File: config.mk
export PLATFORM = sky130hd
export DESIGN_NAME = feature_window_scheduler_flat
export DESIGN_NICKNAME = d
export VERILOG_FILES = /design/src/rtl/feature_window_scheduler_if.sv /design/src/rtl/feature_window_scheduler.sv /design/src/flat_wrapper.sv
export SDC_FILE = /design/constraint.sdc
export NUM_CORES = 1
export LEC_CHECK = 0
export ABC_AREA = 1
export CORE_UTILIZATION = 55
export CTS_CLUSTER_SIZE = 28
export DETAILED_ROUTE_END_ITERATION = 7
export HOLD_SLACK_MARGIN = 0.12
export PLACE_DENSITY = 0.72
export SYNTH_ARGS = -nofsm -noshare
export SYNTH_HDL_FRONTEND = slang
export SYNTH_SLANG_ARGS = --single-unit
File: constraint.sdc
create_clock -name clk -period 3.6 [get_ports clk]
set_input_delay 0.9 -clock clk [delete_from_list [all_inputs] [get_ports clk]]
set_output_delay 0.9 -clock clk [all_outputs]
set_load 0.1 [all_outputs]
File: src/rtl/feature_window_scheduler_if.sv
// Signal bundle between the window scheduler and its count source, NN engine and host FIFO.
// master is the scheduler side; slave is the environment side.
interface feature_window_scheduler_if #(
    parameter int unsigned ADDR_W = 5
);
    logic                i_enable;
    logic [7:0]          i_count_feature;
    logic                i_count_valid;
    logic [ADDR_W-1:0]   o_nn_addr;
    logic signed [7:0]   o_nn_data;
    logic                o_nn_we;
    logic                o_nn_valid;
    logic                o_nn_start;
    logic                i_nn_done;
    logic [7:0]          i_nn_predicted_class;
    logic                o_fifo_input_valid;
    logic [15:0]         o_fifo_input_data;
    logic                i_fifo_ready_for_input;
    logic                o_busy;
    logic [7:0]          o_drop_count;

    modport master (
        input  i_enable, i_count_feature, i_count_valid, i_nn_done,
               i_nn_predicted_class, i_fifo_ready_for_input,
        output o_nn_addr, o_nn_data, o_nn_we, o_nn_valid, o_nn_start,
               o_fifo_input_valid, o_fifo_input_data, o_busy, o_drop_count
    );

    modport slave (
        output i_enable, i_count_feature, i_count_valid, i_nn_done,
               i_nn_predicted_class, i_fifo_ready_for_input,
        input  o_nn_addr, o_nn_data, o_nn_we, o_nn_valid, o_nn_start,
               o_fifo_input_valid, o_fifo_input_data, o_busy, o_drop_count
    );
endinterface

File: src/rtl/feature_window_scheduler.sv
// Sliding window of count features; loads each full window into the NN oldest-first,
// starts inference and pushes {class, latest count} to the host FIFO.
module feature_window_scheduler #(
    parameter int unsigned WINDOW     = 16,
    parameter int unsigned ADDR_W     = 5,
    parameter int unsigned NN_TIMEOUT = 4096
) (
    input  logic clk,
    input  logic reset,
    feature_window_scheduler_if.master bus
);
    localparam int unsigned PTR_W  = $clog2(WINDOW);
    localparam int unsigned SUM_W  = PTR_W + 1;
    localparam int unsigned FILL_W = $clog2(WINDOW + 1);
    localparam int unsigned TO_W   = $clog2(NN_TIMEOUT + 1);

    typedef enum logic [2:0] {S_IDLE, S_LOAD, S_START, S_WAIT, S_PUSH} state_t;

    state_t             state_q, state_d;
    logic [7:0]         buffer_q [WINDOW];
    logic               buf_we;
    logic [PTR_W-1:0]   buf_waddr;
    logic [7:0]         buf_wdata;
    logic [PTR_W-1:0]   wr_ptr_q, wr_ptr_d, k_q, k_d;
    logic [FILL_W-1:0]  fill_q, fill_d;
    logic               pend_valid_q, pend_valid_d;
    logic [7:0]         pend_data_q, pend_data_d;
    logic [7:0]         last_q, last_d;
    logic [TO_W-1:0]    to_q, to_d;
    logic [7:0]         drop_q, drop_d;
    logic [ADDR_W-1:0]  nn_addr_q, nn_addr_d;
    logic [7:0]         nn_data_q, nn_data_d;
    logic               nn_we_q, nn_we_d, start_q, start_d;
    logic               fifo_valid_q, fifo_valid_d, busy_q, busy_d;
    logic [15:0]        fifo_data_q, fifo_data_d;
    logic [7:0]         feat;

    function automatic logic [PTR_W-1:0] wrap_inc(input logic [PTR_W-1:0] p);
        return (p == PTR_W'(WINDOW - 1)) ? '0 : p + PTR_W'(1);
    endfunction

    // (base + off) mod WINDOW without requiring a power-of-two window
    function automatic logic [PTR_W-1:0] win_idx(input logic [PTR_W-1:0] base,
                                                 input logic [PTR_W-1:0] off);
        logic [SUM_W-1:0] s;
        s = {1'b0, base} + {1'b0, off};
        if (s >= SUM_W'(WINDOW)) s = s - SUM_W'(WINDOW);
        return s[PTR_W-1:0];
    endfunction

    // NN inputs are signed, so counts above 127 clip
    function automatic logic [7:0] clip_s8(input logic [7:0] v);
        return v[7] ? 8'd127 : v;
    endfunction

    always_comb begin
        state_d      = state_q;
        wr_ptr_d     = wr_ptr_q;
        k_d          = k_q;
        fill_d       = fill_q;
        pend_valid_d = pend_valid_q;
        pend_data_d  = pend_data_q;
        last_d       = last_q;
        to_d         = to_q;
        drop_d       = drop_q;
        nn_addr_d    = nn_addr_q;
        nn_data_d    = nn_data_q;
        nn_we_d      = 1'b0;
        start_d      = 1'b0;
        fifo_valid_d = 1'b0;
        fifo_data_d  = fifo_data_q;
        buf_we       = 1'b0;
        buf_waddr    = wr_ptr_q;
        buf_wdata    = 8'h00;
        feat         = 8'h00;

        // features arriving while busy park in the one-entry pending slot
        if (state_q != S_IDLE && bus.i_count_valid) begin
            pend_valid_d = 1'b1;
            pend_data_d  = bus.i_count_feature;
            if (pend_valid_q && drop_q != 8'hFF) drop_d = drop_q + 8'd1;
        end

        case (state_q)
            S_IDLE: begin
                if (!bus.i_enable) begin
                    fill_d       = '0;
                    wr_ptr_d     = '0;
                    pend_valid_d = 1'b0;
                end else if (pend_valid_q || bus.i_count_valid) begin
                    feat         = pend_valid_q ? pend_data_q : bus.i_count_feature;
                    pend_valid_d = pend_valid_q && bus.i_count_valid;
                    if (bus.i_count_valid) pend_data_d = bus.i_count_feature;
                    buf_we    = 1'b1;
                    buf_wdata = feat;
                    wr_ptr_d  = wrap_inc(wr_ptr_q);
                    if (fill_q != FILL_W'(WINDOW)) fill_d = fill_q + FILL_W'(1);
                    if (fill_q >= FILL_W'(WINDOW - 1)) begin
                        state_d   = S_LOAD;
                        last_d    = feat;
                        k_d       = '0;
                        nn_we_d   = 1'b1;
                        nn_addr_d = '0;
                        nn_data_d = clip_s8(buffer_q[wr_ptr_d]);
                    end
                end
            end
            S_LOAD: begin
                if (k_q == PTR_W'(WINDOW - 1)) begin
                    state_d = S_START;
                    start_d = 1'b1;
                end else begin
                    k_d       = k_q + PTR_W'(1);
                    nn_we_d   = 1'b1;
                    nn_addr_d = ADDR_W'(k_d);
                    nn_data_d = clip_s8(buffer_q[win_idx(wr_ptr_q, k_d)]);
                end
            end
            S_START: begin
                state_d = S_WAIT;
                to_d    = '0;
            end
            S_WAIT: begin
                if (bus.i_nn_done) begin
                    state_d      = S_PUSH;
                    fifo_valid_d = 1'b1;
                    fifo_data_d  = {bus.i_nn_predicted_class, last_q};
                end else if (to_q == TO_W'(NN_TIMEOUT - 1)) begin
                    state_d      = S_PUSH;
                    fifo_valid_d = 1'b1;
                    fifo_data_d  = {8'hFF, last_q};
                end else begin
                    to_d = to_q + TO_W'(1);
                end
            end
            S_PUSH: begin
                if (bus.i_fifo_ready_for_input) state_d = S_IDLE;
                else fifo_valid_d = 1'b1;
            end
            default: state_d = S_IDLE;
        endcase

        busy_d = (state_d != S_IDLE);
    end

    always_ff @(posedge clk or negedge reset) begin
        if (!reset) begin
            state_q      <= S_IDLE;
            for (int i = 0; i < WINDOW; i++) buffer_q[i] <= 8'h00;
            wr_ptr_q     <= '0;
            k_q          <= '0;
            fill_q       <= '0;
            pend_valid_q <= 1'b0;
            pend_data_q  <= 8'h00;
            last_q       <= 8'h00;
            to_q         <= '0;
            drop_q       <= 8'h00;
            nn_addr_q    <= '0;
            nn_data_q    <= 8'h00;
            nn_we_q      <= 1'b0;
            start_q      <= 1'b0;
            fifo_valid_q <= 1'b0;
            fifo_data_q  <= 16'h0000;
            busy_q       <= 1'b0;
        end else begin
            state_q      <= state_d;
            if (buf_we) buffer_q[buf_waddr] <= buf_wdata;
            wr_ptr_q     <= wr_ptr_d;
            k_q          <= k_d;
            fill_q       <= fill_d;
            pend_valid_q <= pend_valid_d;
            pend_data_q  <= pend_data_d;
            last_q       <= last_d;
            to_q         <= to_d;
            drop_q       <= drop_d;
            nn_addr_q    <= nn_addr_d;
            nn_data_q    <= nn_data_d;
            nn_we_q      <= nn_we_d;
            start_q      <= start_d;
            fifo_valid_q <= fifo_valid_d;
            fifo_data_q  <= fifo_data_d;
            busy_q       <= busy_d;
        end
    end

    assign bus.o_nn_addr          = nn_addr_q;
    assign bus.o_nn_data          = nn_data_q;
    assign bus.o_nn_we            = nn_we_q;
    assign bus.o_nn_valid         = nn_we_q;
    assign bus.o_nn_start         = start_q;
    assign bus.o_fifo_input_valid = fifo_valid_q;
    assign bus.o_fifo_input_data  = fifo_data_q;
    assign bus.o_busy             = busy_q;
    assign bus.o_drop_count       = drop_q;
endmodule
File: src/flat_wrapper.sv
// flat-port wrapper written by rule: the top's interface ports become plain ports
module feature_window_scheduler_flat 
#(
    parameter int unsigned WINDOW     = 16,
    parameter int unsigned ADDR_W     = 5,
    parameter int unsigned NN_TIMEOUT = 4096
)
  (clk, reset, bus_i_enable, bus_i_count_feature, bus_i_count_valid, bus_i_nn_done, bus_i_nn_predicted_class, bus_i_fifo_ready_for_input, bus_o_nn_addr, bus_o_nn_data, bus_o_nn_we, bus_o_nn_valid, bus_o_nn_start, bus_o_fifo_input_valid, bus_o_fifo_input_data, bus_o_busy, bus_o_drop_count);
  feature_window_scheduler_if #(.ADDR_W(ADDR_W)) bus_i ();
  input  logic clk;
  input  logic reset;
  input wire logic [$bits(bus_i.i_enable)-1:0] bus_i_enable;
  input wire logic [$bits(bus_i.i_count_feature)-1:0] bus_i_count_feature;
  input wire logic [$bits(bus_i.i_count_valid)-1:0] bus_i_count_valid;
  input wire logic [$bits(bus_i.i_nn_done)-1:0] bus_i_nn_done;
  input wire logic [$bits(bus_i.i_nn_predicted_class)-1:0] bus_i_nn_predicted_class;
  input wire logic [$bits(bus_i.i_fifo_ready_for_input)-1:0] bus_i_fifo_ready_for_input;
  output wire logic [$bits(bus_i.o_nn_addr)-1:0] bus_o_nn_addr;
  output wire logic [$bits(bus_i.o_nn_data)-1:0] bus_o_nn_data;
  output wire logic [$bits(bus_i.o_nn_we)-1:0] bus_o_nn_we;
  output wire logic [$bits(bus_i.o_nn_valid)-1:0] bus_o_nn_valid;
  output wire logic [$bits(bus_i.o_nn_start)-1:0] bus_o_nn_start;
  output wire logic [$bits(bus_i.o_fifo_input_valid)-1:0] bus_o_fifo_input_valid;
  output wire logic [$bits(bus_i.o_fifo_input_data)-1:0] bus_o_fifo_input_data;
  output wire logic [$bits(bus_i.o_busy)-1:0] bus_o_busy;
  output wire logic [$bits(bus_i.o_drop_count)-1:0] bus_o_drop_count;
  assign bus_i.i_enable = bus_i_enable;
  assign bus_i.i_count_feature = bus_i_count_feature;
  assign bus_i.i_count_valid = bus_i_count_valid;
  assign bus_i.i_nn_done = bus_i_nn_done;
  assign bus_i.i_nn_predicted_class = bus_i_nn_predicted_class;
  assign bus_i.i_fifo_ready_for_input = bus_i_fifo_ready_for_input;
  assign bus_o_nn_addr = bus_i.o_nn_addr;
  assign bus_o_nn_data = bus_i.o_nn_data;
  assign bus_o_nn_we = bus_i.o_nn_we;
  assign bus_o_nn_valid = bus_i.o_nn_valid;
  assign bus_o_nn_start = bus_i.o_nn_start;
  assign bus_o_fifo_input_valid = bus_i.o_fifo_input_valid;
  assign bus_o_fifo_input_data = bus_i.o_fifo_input_data;
  assign bus_o_busy = bus_i.o_busy;
  assign bus_o_drop_count = bus_i.o_drop_count;
  feature_window_scheduler #(.WINDOW(WINDOW), .ADDR_W(ADDR_W), .NN_TIMEOUT(NN_TIMEOUT)) u_core (.clk(clk), .reset(reset), .bus(bus_i));
endmodule
# Yosys cells after proc, flatten, opt, wreduce, memory -nomap -nowiden
# Index checks and enable logic that the tools add are counted.
# classes
n_addsub	7
n_mux	75
order_cmp	6
n_bitwise	3
reduce_logical	18
n_eq_ne	17
# ops
op	n
2-to-1 mux 8 bit	18
bitwise mux 128 bit	1
binary-select mux 8 bit (select 4 bit)	2
2-to-1 mux 4 bit	10
2-to-1 mux 5 bit	7
demux 8 bit (select 4 bit)	1
2-to-1 mux 16 bit	2
2-to-1 mux 13 bit	2
one-hot mux 13 bit (2 select lines)	1
2-to-1 mux 3 bit	7
>= comparator 5 bit, second input constant	4
2-to-1 mux 1 bit	16
one-hot mux 8 bit (2 select lines)	1
NOT 4 -> 5 bit	3
one-hot mux 3 bit (5 select lines)	1
2-to-1 mux 7 bit	2
adder 13 x 1 -> 13 bit, second input constant	1
== test 13 x 12 -> 1 bit, second input constant	1
one-hot mux 5 bit (2 select lines)	1
adder 4 x 1 -> 4 bit, second input constant	2
adder 8 x 1 -> 8 bit, second input constant	1
== test 4 bit, second input constant	2
inequality test 2 x 1 -> 1 bit, second input constant	4
inequality test 2 bit, second input constant	4
21 further kinds	32
# word_totals
out_inout_bits	42
elab_cells	158
reg_bits	215
inputBits	22

# Longest topological paths before layout
# Gate-level depths: netlist (run 1).
# depth
ltp_word	13
depth_mapped	18
ltp_nobuf	16

# Least setup slack after synthesis (run 1)
# Ideal clock, no wire load.
# synth_path
path_type	register to register
start	register u_core.bus.o_nn_addr[0] (netlist name)
end	register u_core.nn_data_q[0] (netlist: u_core.bus.o_nn_data[0])
required_ns	3.480
path_buffers	2
path_slack_ns	0.366
stages_incl_launch_ff	18
t_arrival_ns	3.115
setup_time_ns	0.120
synth_period_minus_slack_ns	3.234
path_cell_list	dfrtp_1 -> ha_1 -> inv_1 -> fa_1 -> clkbuf_1 -> inv_1 -> clkbuf_1 -> nor2_1 -> o21ai_0 -> nand2_1 -> nand2_1 -> nand2_1 -> nand3_1 -> nand2_1 -> nor2_1 -> nor2_1 -> nand2_1 -> nand2_1
# synth_rtl
element	line	text
end signal, assigned	feature_window_scheduler.sv:177	nn_data_q <= nn_data_d;
end, declared	feature_window_scheduler.sv:32	logic [7:0] nn_data_q, nn_data_d;

==> reports/summary.txt, run 1 <==
R2R cell count -> 15
Yosys reg bits -> 209
XOR/XNOR Fraction of Synth Area -> 1.202%
Post-synth top area cell -> dfrtp_1
Clk sinks -> 209
Core area -> 20490 um^2
Port Buffers -> 61
Chip Height -> 147.6 um
RSZ-0062 raised after global routing -> no
H-tree lvl count -> 1
Number of flops mapped to enable cells by yosys -> 0
Max Cap Viol -> 0
1st-iter DRT viols -> 1093
Reg clk slew, reported paths -> 60 ps
Clk buf depth -> 3
Post-CTS Resized -> 0
Max Slew Vio Count -> 0
Number of synthesis warnings -> 0
Number of remaining DRC errors -> 0
Worst Hold Class -> in -> async
Most used cell along the critical path -> nand2_1
CTS tree -> done
Crit-path cells -> ha_1 > inv_1 > fa_1 > buf_4 > nor2_1 > o21ai_0 > nand2_1 > nand2_1 > nand2_1 > nand3_1 > nand2_1 > nor2_1 > nor2_1 > nand2_1 > nand2_1
Hpwl dp -> 22.99 mm
Instance area at placement -> 12470 um^2
Starting density of the core -> 56.88%
Mux cell area share after synthesis -> 0.09660%
Seq. cell area -> 5230 um^2
Largest net degree at the start of global routing -> 90
Status -> finished, final reports clean
CTS Buf Count -> 23
Worst clock skew -> 8.368 ps
Post-route ant nets -> 0
Core Util, Final -> 64.43%
Multi-input logic area -> 5341 um^2
Ys async rst share -> 100.0%
Post-synth top area share -> 44.86%
Avg Vias per Cell -> 5.623
Drt total wl -> 33.65 mm
Area grow syn2layout -> 13.27%
Critical path type -> reg -> reg
Final setup fails -> 0
Initial DRT Pass Iterations -> 6
Slowest-stage cell, CP -> fa_1
R2r startpoint -> u_core.bus.o_nn_addr[0]
CP Capture Type -> register
Die X -> 147.6 um
Crit path max fanout -> 26
Synth Area in Adders -> 1.567%
Post-synthesis sequential area ratio -> 44.86%
Max Clock Freq -> 330.8 MHz
Top Ports -> 64
Latest clock arrival within the worst-skew pair -> 510 ps
Area contributors post-synth -> dfrtp_1 (45%), nand2_1 (18%), nand3_1 (9.6%)
Gate Count Post-Synth -> 1640
# hold bufs at CTS -> 0
Root Buffer -> clkbuf_16
Post-Syn Area -> 11660 um^2
Die area -> 21780 um^2
Row cnt -> 52
CP Launch Type -> register
Min Tclk post-route -> 3023 ps
Critical path's largest stage delay -> 590 ps
Worst path required time -> 4000 ps
Routed wire per std cell -> 17.14 um
Avg Cell Area, Syn -> 7.108 um^2
# diodes -> 0
Data arrival, critical path -> 3430 ps
Synth cell types -> 41
Ys flop type -> dfrtp_1
Gr usage total -> 31.84%
Post-CTS setup buffers -> 0
Relative slew margins -> 33.84%
Total number of vias -> 11.04k
Main combinational cell family by area after synthesis -> simple AND/OR/NAND/NOR gates
Worst slew pin tran -> 989.2 ps
Post-layout nets -> 1717
Finished Cell Area -> 13200 um^2
Proportion of layout cells with a drive suffix above 1 -> 7.974%
R2R setup slack -> 580 ps
Initial antenna violation count -> 0
Fill count -> 1855
Routability cong. -> 0.9939
Reg-to-reg endpoint -> u_core.bus.o_nn_data[0]
First-pass GRT wire length -> 54.30 mm
Synth Area in Compound Gates -> 10.30%
TNS Setup -> 0 ps
Post-Synth Simple-Gate Area -> 32.56%
Vias in the first global route -> 10.21k
Final period util -> 83.97%
Final Hold Viols -> 0
Congestion Overflow GR -> 0
-- registers in the layout, summed over array words and instances, names as in the netlist, named ones only --
register                       count
u_core.buffer_q                  128
u_core.to_q                       13
u_core.bus.o_drop_count            8
u_core.buf_waddr                   4
u_core.bus.o_nn_data               7
u_core.bus.o_fifo_input_data      16
u_core.last_q                      8
u_core.bus.o_nn_valid              1
u_core.bus.o_busy                  1
u_core.fill_q                      5
u_core.state_q                     3
u_core.bus.o_nn_addr               4
u_core.bus.o_fifo_input_valid      1
u_core.bus.o_nn_start              1
u_core.pend_valid_q                1
-- stage by stage --
stage / hold WS (ps) / setup WS, ps / instances
finish: 458.0 / 576.9 / 1963
global route: 496.2 / 379.9 / 1963
CTS: 471.4 / 621.0 / 1963
detailed placement: 458.1 / 632.2 / 1926
global placement: 454.9 / 705.3 / 1926
floorplan: 449.4 / 365.6 / 1641
-- critical path, delay by kind of cell, from the launching register on --
family | cells | cell delay, ps
compound gates | 1 | 130
fa+ha+maj | 2 | 930
buf+inv | 2 | 460
flops | 1 | 460
simple gates | 10 | 920
-- cells by family (layout without fill, tap and decap cells) --
logic type                 Yosys count  after routing
muxes                                1              1
other                                1              2
and+or+nand+nor                    895            895
adders and majority gates           14             14
buffers and inverters              275            327
AOI/OAI and AO/OA                  229            229
xor gates and xnor gates            16             16
DFF                                209            209
-- final cells by class --
type	count	share of cell area (%)
repair buffers	97	6.358
clock buffers	31	4.738
clock inverters	6	0.7960
well taps	270	2.559
multi-input cells	1157	40.45
flip-flops and latches	209	39.61
inverters	193	5.487
-- cells in the mapped netlist, drive strengths merged (3+ instances only) --
| library cell | count |
|---|---|
| xnor2 | 3 |
| inv | 191 |
| nand2 | 559 |
| xor2 | 13 |
| buf | 39 |
| o211ai | 7 |
| nor3 | 8 |
| nor2 | 88 |
| ha | 13 |
| dfrtp | 209 |
| o31ai | 6 |
| nand4 | 8 |
| nand3 | 227 |
| clkbuf | 43 |
| o22ai | 4 |
| o21ai | 190 |
| a21oi | 17 |
-- placed cells by master, fill, tap and decap left out, types with 6 or more instances in the layout --
| master | n |
|---|---|
| xor2_1 | 13 |
| nor3_1 | 6 |
| a21oi_1 | 17 |
| nor2_4 | 7 |
| clkdlybuf4s50_1 | 27 |
| clkbuf_16 | 23 |
| o21ai_1 | 33 |
| nand2_1 | 557 |
| buf_4 | 66 |
| o31ai_1 | 6 |
| nand4_1 | 7 |
| nor2_1 | 76 |
| inv_1 | 183 |
| dfrtp_1 | 209 |
| o21ai_0 | 156 |
| clkbuf_1 | 6 |
| o211ai_1 | 7 |
| inv_2 | 8 |
| nand3_1 | 223 |
| ha_1 | 12 |
-- per-layer routing --
layer	share of wire (%)	vias up	track usage [%]
met2	45	492	50.75
met3	8.2	78	4.228
met5	0	-	0
li1	-	5288	-
met1	43	5180	44.95
met4	3.6	0	10.57
-- how the worst max path moves through the flow --
| stage | endpoint | slack (ps) | cells past startpoint | from |
|---|---|---|---|---|
| 5_1_grt | u_core.bus.o_nn_data[0] | 380 | 15 | u_core.bus.o_nn_addr[0] |
| 3_3_place_gp | u_core.bus.o_nn_data[6] | 710 | 15 | u_core.bus.o_nn_addr[0] |
| 3_5_place_dp | u_core.bus.o_nn_data[0] | 630 | 15 | u_core.bus.o_nn_addr[0] |
| 4_1_cts | u_core.bus.o_nn_data[0] | 620 | 15 | u_core.bus.o_nn_addr[0] |
| 6_report | u_core.bus.o_nn_data[0] | 580 | 15 | u_core.bus.o_nn_addr[0] |
| 2_1_floorplan | u_core.bus.o_nn_data[0] | 370 | 17 | u_core.bus.o_nn_addr[0] |
Power of run 1 is not shown: default switching activity piles up to over one toggle a cycle in this logic, so the estimate is an artifact.
==> inputs of run 2 (changes only) <==
--- a/config.mk
+++ b/config.mk
@@ -10,7 +10,7 @@
 export CTS_CLUSTER_SIZE = 28
 export DETAILED_ROUTE_END_ITERATION = 7
 export HOLD_SLACK_MARGIN = 0.12
-export PLACE_DENSITY = 0.72
+export PLACE_DENSITY = 0.75
 export SYNTH_ARGS = -nofsm -noshare
 export SYNTH_HDL_FRONTEND = slang
 export SYNTH_SLANG_ARGS = --single-unit
==> constraint.sdc (replaced) <==
create_clock -name clk -period 2.7 [get_ports clk]
set_input_delay 0.675 -clock clk [delete_from_list [all_inputs] [get_ports clk]]
set_output_delay 0.675 -clock clk [all_outputs]
set_load 0.1 [all_outputs]
==> reports/summary.txt, run 2 (synthesis gave the netlist of run 1 again) <==
Crit path max fanout -> 9 (-65%)
Worst Hold Class -> reg -> reg
# diodes -> 0 (unchanged)
Data arrival, critical path -> 3040 ps (-390 ps)
Chip Height -> 147.6 um (unchanged)
Area grow syn2layout -> 17.68%
Multi-input logic area -> 5419 um^2 (+1.5%)
Final period util -> 95.97% (+12 points)
Max Cap Viol -> 0 (unchanged)
Initial DRT Pass Iterations -> 6 (unchanged)
RSZ-0062 raised after global routing -> no
Commonest non-fill, non-tap cell in the layout -> nand2_1
Routed wire per std cell -> 17.39 um (+1.5%)
Proportion of layout cells with a drive suffix above 1 -> 11.20% (+3.2 points)
Clk buf depth -> 3 (unchanged)
Root Buffer -> clkbuf_16
Vias in the first global route -> 10.47k (+2.5%)
Worst clock skew -> 18.52 ps (+10.15 ps)
Commonest non-fill, non-tap cells in the layout -> nand2_1 (554), nand3_1 (216), dfrtp_1 (206), inv_1 (181), o21ai_0 (155)
Max Clock Freq -> 385.9 MHz (+17%)
Status -> finished, final reports clean
R2R cell count -> 15 (unchanged)
Final Hold Viols -> 0 (unchanged)
Post-layout nets -> 1742 (+1.5%)
Clk sinks -> 209 (unchanged)
TNS Setup -> 0 ps (unchanged)
Hold path start -> u_core.bus.o_fifo_input_data[5]
R2r startpoint -> u_core.bus.o_nn_addr[0]
Max Slew Vio Count -> 0 (unchanged)
CP Launch Type -> register
Max reg flops -> 128 (unchanged)
Worst slew pin tran -> 713.1 ps (-276.2 ps)
Latest clock arrival within the worst-skew pair -> 530 ps (+20 ps)
Die X -> 147.6 um (unchanged)
Congestion Overflow GR -> 0 (unchanged)
H-tree lvl count -> 1 (unchanged)
Core area -> 20490 um^2 (unchanged)
First-pass GRT wire length -> 55.16 mm (+1.6%)
Hold path depth -> 2
Top reg by flops -> u_core.buffer_q
1st-iter DRT viols -> 1191 (+9.0%)
Number of remaining DRC errors -> 0 (unchanged)
Largest net degree at the start of global routing -> 59 (-34%)
Top Ports -> 64 (unchanged)
CP Capture Type -> register
Final setup fails -> 0 (unchanged)
Reg clk slew, reported paths -> 60 ps (about the same)
Gr usage total -> 32.25% (+0.41 points)
Initial antenna violation count -> 0 (unchanged)
Row cnt -> 52 (unchanged)
Seq. cell area -> 5239 um^2 (+0.17%)
CTS tree -> done
Critical path type -> reg -> reg
CTS Buf Count -> 23 (unchanged)
Total number of vias -> 11.19k (+1.4%)
Fill count -> 1760 (-5.1%)
Hpwl dp -> 23.70 mm (+3.1%)
R2R setup slack -> 110 ps (-470 ps)
Avg Vias per Cell -> 5.615 (-0.15%)
Port Buffers -> 61 (unchanged)
Routability cong. -> 0.9688 (-2.5%)
Post-route ant nets -> 0 (unchanged)
Starting density of the core -> 56.88% (unchanged)
Worst path required time -> 3150 ps (-850 ps)
Drt total wl -> 34.67 mm (+3.0%)
Worst Hold End -> u_core.bus.o_fifo_input_data[5]
Die area -> 21780 um^2 (unchanged)
Relative slew margins -> 52.41% (+19 points)
Reg-to-reg endpoint -> u_core.bus.o_nn_data[3]
Min Tclk post-route -> 2591 ps (-431.9 ps)
[run 2: per-layer routing]
| metal | vias up | GRT usage, % | share of wire [%] |
|---|---|---|---|
| li1 | 5351 | - | - |
| met1 | 5210 | 44.40 | 42 |
| met2 | 530 | 50.66 | 45 |
| met3 | 99 | 5.741 | 8.5 |
| met4 | 0 | 12.89 | 3.9 |
| met5 | - | 0 | 0 |
[run 2: critical path, stage by stage (launching register included)]
cell and delay [ps]:
dfrtp_4 500, ha_4 270, inv_1 50, fa_2 600, buf_6 140, clkbuf_16 170
nand3_1 100, nand2_1 160, nand2_1 80, nand2_1 60, nand3_1 70, nand3_1 90
nor2_1 40, nor2_1 80, nand2_1 60, nand2_1 50
[run 2: metrics by stage]
| step | util [%] | cell area, um^2 | setup slack (ps) | cells | hold slack, ps |
|---|---|---|---|---|---|
| 3_3_place_gp | 62.05 | 12720 | 69.25 | 1945 | 456.4 |
| 6_report | 66.94 | 13720 | 108.8 | 1993 | 472.7 |
| 4_1_cts | 66.27 | 13580 | 32.50 | 1988 | 476.1 |
| 3_5_place_dp | 62.05 | 12720 | 51.94 | 1945 | 457.5 |
| 5_1_grt | 66.94 | 13720 | 10.41 | 1993 | 488.4 |
| 2_1_floorplan | - | 11680 | 15.64 | 1641 | 379.4 |
[run 2: area by class of cell]
type,count,area share (%)
clock buffers,35,5.035
repair buffers,122,8.291
well taps,270,2.463
flip-flops and latches,209,38.19
clock inverters,7,1.195
multi-input cells,1157,39.50
inverters,193,5.327
[run 2: worst max path at each step]
stage	from	to	slack (ps)	depth (start not counted)
2_1_floorplan	u_core.bus.o_nn_addr[0]	u_core.bus.o_nn_data[0]	20	17
3_3_place_gp	u_core.bus.o_nn_addr[0]	u_core.bus.o_nn_data[4]	70	16
3_5_place_dp	u_core.bus.o_nn_addr[0]	u_core.bus.o_nn_data[5]	50	16
4_1_cts	u_core.bus.o_nn_addr[0]	u_core.bus.o_nn_data[5]	30	16
5_1_grt	u_core.bus.o_nn_addr[0]	u_core.bus.o_nn_data[2]	10	16
6_report	u_core.bus.o_nn_addr[0]	u_core.bus.o_nn_data[3]	110	15
[run 2: timing repair]
item	CTS	global route
setup endpoints to repair	0	7
resized for setup	0	20
buffers inserted	0	3
endpoints found under the hold margin	27	0
hold buffers	1	0
Power of run 2 is left out for the same reason.
